--- src/rtl/alu_exec_stage.sv ---
// Execute stage behind the register file: single-cycle logic/arith ops and bit-serial shifts, valid/ready on both sides.
// Optional `define ALU_EXEC_SRA_EN turns op 000 into an iterative SRA; without it op 000 is MOV.
module alu_exec_stage #(
  parameter int DATA_W = 32,
  parameter int ADDR_W = 5
) (
  input  logic              clk,
  input  logic              rst,
  input  logic              in_valid,
  output logic              in_ready,
  input  logic [2:0]        op,
  input  logic [DATA_W-1:0] a,
  input  logic [DATA_W-1:0] b,
  input  logic [ADDR_W-1:0] rd_addr,
  output logic              out_valid,
  input  logic              out_ready,
  output logic [DATA_W-1:0] result,
  output logic [3:0]        flags,
  output logic [ADDR_W-1:0] wr_addr
);

  typedef enum logic [1:0] {IDLE, SHIFT, DONE} state_t;

  localparam logic [2:0] OP_ADD = 3'b001;
  localparam logic [2:0] OP_SUB = 3'b010;
  localparam logic [2:0] OP_AND = 3'b011;
  localparam logic [2:0] OP_OR  = 3'b100;
  localparam logic [2:0] OP_XOR = 3'b101;
  localparam logic [2:0] OP_SLT = 3'b110;
  localparam logic [2:0] OP_SLL = 3'b111;

  state_t              state_q, state_d;
  logic [DATA_W-1:0]   result_q, result_d;
  logic [3:0]          flags_q, flags_d;
  logic [ADDR_W-1:0]   wr_addr_q, wr_addr_d;
  logic [4:0]          cnt_q, cnt_d;
`ifdef ALU_EXEC_SRA_EN
  logic                sra_q, sra_d;
`endif

  logic [DATA_W:0]     sum, diff;
  logic [DATA_W-1:0]   alu_res;
  logic                alu_c, alu_v, is_shift;
  logic [4:0]          shamt;
  logic [DATA_W-1:0]   shift_res;
  logic                shift_c;
  logic                accept;

  assign shamt = b[4:0];

  // Single-cycle datapath; for shifts it just forwards a (the b[4:0]==0 result).
  always_comb begin
    sum      = {1'b0, a} + {1'b0, b};
    diff     = {1'b0, a} - {1'b0, b};
    alu_res  = a;
    alu_c    = 1'b0;
    alu_v    = 1'b0;
    is_shift = 1'b0;
    case (op)
      OP_ADD: begin
        alu_res = sum[DATA_W-1:0];
        alu_c   = sum[DATA_W];
        alu_v   = (a[DATA_W-1] == b[DATA_W-1]) && (sum[DATA_W-1] != a[DATA_W-1]);
      end
      OP_SUB: begin
        alu_res = diff[DATA_W-1:0];
        alu_c   = ~diff[DATA_W];
        alu_v   = (a[DATA_W-1] != b[DATA_W-1]) && (diff[DATA_W-1] != a[DATA_W-1]);
      end
      OP_AND:  alu_res = a & b;
      OP_OR:   alu_res = a | b;
      OP_XOR:  alu_res = a ^ b;
      OP_SLT:  alu_res = {{(DATA_W-1){1'b0}}, ($signed(a) < $signed(b))};
      OP_SLL:  is_shift = 1'b1;
      default: begin
`ifdef ALU_EXEC_SRA_EN
        is_shift = 1'b1;
`endif
      end
    endcase
  end

  always_comb begin
    shift_res = {result_q[DATA_W-2:0], 1'b0};
    shift_c   = result_q[DATA_W-1];
`ifdef ALU_EXEC_SRA_EN
    if (sra_q) begin
      shift_res = {result_q[DATA_W-1], result_q[DATA_W-1:1]};
      shift_c   = result_q[0];
    end
`endif
  end

  // DONE with out_ready frees the stage in the same cycle so single-cycle ops stream back-to-back.
  always_comb begin
    state_d   = state_q;
    result_d  = result_q;
    flags_d   = flags_q;
    wr_addr_d = wr_addr_q;
    cnt_d     = cnt_q;
`ifdef ALU_EXEC_SRA_EN
    sra_d     = sra_q;
`endif
    case (state_q)
      IDLE:    in_ready = 1'b1;
      DONE:    in_ready = out_ready;
      default: in_ready = 1'b0;
    endcase
    if (rst) in_ready = 1'b0;
    accept = in_valid & in_ready;

    if (state_q == SHIFT) begin
      result_d = shift_res;
      flags_d  = {shift_res[DATA_W-1], (shift_res == '0), shift_c, 1'b0};
      cnt_d    = cnt_q - 5'd1;
      if (cnt_q == 5'd1) state_d = DONE;
    end else if (accept) begin
      result_d  = alu_res;
      wr_addr_d = rd_addr;
      flags_d   = {alu_res[DATA_W-1], (alu_res == '0), alu_c, alu_v};
      cnt_d     = shamt;
`ifdef ALU_EXEC_SRA_EN
      sra_d     = (op == 3'b000);
`endif
      state_d   = (is_shift && (shamt != 5'd0)) ? SHIFT : DONE;
    end else if (state_q == DONE && out_ready) begin
      state_d = IDLE;
    end
  end

  always_ff @(posedge clk) begin
    if (rst) begin
      state_q   <= IDLE;
      result_q  <= '0;
      flags_q   <= '0;
      wr_addr_q <= '0;
      cnt_q     <= '0;
`ifdef ALU_EXEC_SRA_EN
      sra_q     <= 1'b0;
`endif
    end else begin
      state_q   <= state_d;
      result_q  <= result_d;
      flags_q   <= flags_d;
      wr_addr_q <= wr_addr_d;
      cnt_q     <= cnt_d;
`ifdef ALU_EXEC_SRA_EN
      sra_q     <= sra_d;
`endif
    end
  end

  assign out_valid = (state_q == DONE);
  assign result    = result_q;
  assign flags     = flags_q;
  assign wr_addr   = wr_addr_q;

endmodule

--- config.mk ---
export PLATFORM = sky130hd
export DESIGN_NAME = alu_exec_stage
export DESIGN_NICKNAME = d
export VERILOG_FILES = /design/src/rtl/alu_exec_stage.sv
export SDC_FILE = /design/constraint.sdc
export NUM_CORES = 1
export LEC_CHECK = 0
export ABC_AREA = 0
export CORE_UTILIZATION = 42
export CTS_BUF_LIST = sky130_fd_sc_hd__clkbuf_4
export CTS_CLUSTER_SIZE = 8
export DETAILED_ROUTE_END_ITERATION = 10
export DONT_BUFFER_PORTS = 1
export SLEW_MARGIN = 20
export SYNTH_ARGS = -nofsm -noshare
export SYNTH_HDL_FRONTEND = slang
export SYNTH_SLANG_ARGS = --single-unit
export TNS_END_PERCENT = 1
--- constraint.sdc ---
create_clock -name clk -period 6.35 [get_ports clk]
set_input_delay 0.9525 -clock clk [delete_from_list [all_inputs] [get_ports clk]]
set_output_delay 0.9525 -clock clk [all_outputs]
set_load 0.02 [all_outputs]
==> summary.md <==
| Metric | Value |
|---|---|
| Outcome | `complete, no violations` |
| Placed cells | `1,380` |
| Fill cell count | `2,039` |
| Commonest cells post-synth | `178 x a21oi_1, 133 x nor2_1, 104 x ha_1, 97 x inv_1, 88 x nand2_1` |
| RSZ-0062 raised after global routing | `no` |
| Critical Path Most Common Cell | `nand4_1` |
| TritonCTS buffer count | `5` |
| Post-synth top area cell | `ha_1` |
| Vias in the first global route | `8,262` |
| PortBufs | `0` |
| NumNets Final | `1,309` |
| Ys Warns | `0` |
| Max Cap Violations | `0` |
| Setup bufs post-CTS | `0` |
| Max-slew headroom | `0.300` |
| Largest fanout on the critical path | `6` |
| Worst Setup Start Kind | `input port` |
| CP Cell Sequence | `inv_1 -> ha_1 -> fa_1 -> or2_1 -> a2111o_1 -> a211oi_4 -> a2111oi_4 -> o31ai_1 -> nand4_1 -> o211ai_1 -> and4_1 -> nand4_1 -> or4b_1 -> o22ai_2` |
| Hold_buf cts | `0` |
| Period minus WS final | `4.21 ns` |
| Post-synth EDFFs | `0` |
| # setup viols final | `0` |
| PD cells | `140 nW/um^2` |
| Wirelength per Cell | `21.6 um` |
| Area contributors post-synth | `ha_1 16%, dfxtp_1 12%, a21oi_1 11%` |
| Clk_skew | `roughly 0.014 ns` |
| CTS tree | `built` |
| Largest net degree at the start of global routing | `76` |
| Initial antenna violation count | `0` |
| Synthesized flop and latch total | `47` |
| Die ar. | `20,000 sq um` |
| Rows | `50` |
| Period utilization | `0.663` |
| Worst Hold Class | `reg2reg` |
| Crit-path slowest cell | `or4b_1` |
| Post-DP HPWL | `22.3 mm` |
| Clk pin slew, worst setup/hold paths | `0.15 ns` |
| Gr usage total | `0.292` |
| Vias | `approximately 9,100` |
| CTS root buf | `clkbuf_4` |
| Global route overflow | `0` |
| Wirelength, routed | `30.0 mm` |
| Most numerous cell in the Yosys netlist | `a21oi_1` |
| Final Hold Viols | `0` |
| CTS max path bufs | `2` |
| Reg-to-reg slack, setup | `3.63 ns` |
| Setup ws final | `2.14 ns` |
| Syn avg cell area | `6.86 sq um` |
| Netlist Area Pre-Place | `8180 sq um` |
| Gpl congestion | `0.943` |
| Final ANT Viol Nets | `0` |
| Layout cells sized above 1 | `0.0550` |
| Required time worst endpoint | `6.67 ns` |
| Chip height | `142 um` |
| Later-pin clock latency in the skew report | `about 0.37 ns` |
| Worst Max-Slew Pin Slew | `1.05 ns` |
| Core area | `around 19,000 sq um` |
| Vias per std cell | `~6.5` |
| CP max stage delay | `0.51 ns` |
| ANT cells | `0` |
| Post-synthesis sequential area ratio | `0.115` |
| Initial Utilization | `0.433` |
| Leakage | `around 3.3 nW` |
| Worst slack, placed | `1.81 ns` |
| DRC Markers | `0` |
| Final design utilization | `0.441` |
| Synth Flop Type | `dfxtp_1` |
| Area Overhead vs Synth | `1.91%` |
| Crit Path Category | `in2reg` |
| Post-synth ARST share | `0` |
| Yosys cell types | `95` |
| Slew Viols, Final | `0` |
| First-pass GRT wire length | `46.8 mm` |
| Post-synth top area share | `0.159` |
| Pre-antenna DRT Iters | `6` |
| Critical Path AT | `4.53 ns` |
| Crit path capture type | `flop` |
| VDD IR-drop max | `0.0000900 V` |
| WHS | `0.491 ns` |
| Post_cts resized | `0` |
| Sum Neg Setup Slack | `0 ns` |
| Ports | `119` |
| Htree depth | `2` |
| Iteration-0 DRC Markers | `between 1,000 and 1,500` |
| Fmax | `237 MHz` |
| CTS sink cnt | `47` |
| Synth Net Count | `1,374` |
| Layout Cells excl Fill | `1,388` |
| Post-Synthesis Cells | `1,192` |
| Die X | `142 um` |
==> power by group <==
part / leakage [nW] / switching [W] / internal [W]
clock network: 0.0426 / 0.0000999 / 0.0000812
registers: 0.384 / 0.0000444 / 0.000313
logic: 2.92 / 0.000404 / 0.000227
total: 3.35 / 0.000548 / 0.000621
==> critical path, delay by kind of cell <==
kind            cells  cell delay, ns
compound gates      6            1.63
simple gates        5            1.25
fa+ha+maj           2            0.64
buf+inv             1            0.03
==> kinds of logic after synthesis <==
logic type,count (synthesis),synth area share
AOI/OAI and AO/OA,482,0.410
and+or+nand+nor,353,0.202
buffers and inverters,187,0.0892
adders and majority gates,106,0.164
DFF,47,0.115
xor gates and xnor gates,10,0.0107
muxes,7,0.00872
==> layout by cell type (no fill, tap or decap), drive strengths merged, types with 7 or more instances in the layout <==
cell type	n
nor2b	12
nor3	33
a22oi	28
a31oi	12
o22ai	8
o21bai	9
nor2	133
o21a	9
a211oi	27
o32a	7
nand2b	7
nand2	88
inv	103
nand4	12
and3	7
o211ai	14
a21oi	179
o31ai	18
buf	11
nand3	15
nor4	23
dfxtp	47
a221oi	12
xnor2	9
a2111oi	8
o221ai	10
o21ai	60
ha	104
a21o	15
==> worst paths after layout <==
path,from,endpoint,cells past startpoint
setup / recovery,a[0],flags[2]$_SDFFE_PP0P_,14
hold / removal,cnt_q[4]$_SDFFE_PP0P_,cnt_q[4]$_SDFFE_PP0P_,2
setup reg to reg,state_q[1]$_SDFFE_PP0P_,flags[2]$_SDFFE_PP0P_,8
hold reg to reg,cnt_q[4]$_SDFFE_PP0P_,cnt_q[4]$_SDFFE_PP0P_,2
==> layer usage <==
metal  vias to the layer above  track usage  share of wire
met4                         0       0.0894          0.028
met5                         -            0              0
met3                        67       0.0614           0.10
li1                       4253            -              -
met2                       485        0.458           0.44
met1                      4274        0.399           0.43
==> area by class of cell <==
type                    instances  area, sq um  share of cell area
clock buffers                   5         37.5             0.00450
clock inverters                 3         38.8             0.00465
inverters                     104          390              0.0468
multi-input cells             958         6520               0.782
flip-flops and latches         47          941               0.113
well taps                     260          325              0.0390
repair buffers                 11         82.6             0.00991
==> state kept, by name (all words and copies together) (netlist names) <==
signal   count
cnt_q        5
flags        3
result      32
state_q      2
wr_addr      5
==> stage by stage <==
stage / area [sq um] / power (W)
floorplan: 8180 / 0.000839
global placement: 8260 / 0.000976
detailed placement: 8260 / 0.000975
CTS: 8340 / 0.00115
global route: 8340 / 0.00124
finish: 8340 / 0.00117
No activity file was read; power rests on OpenSTA's default activity.
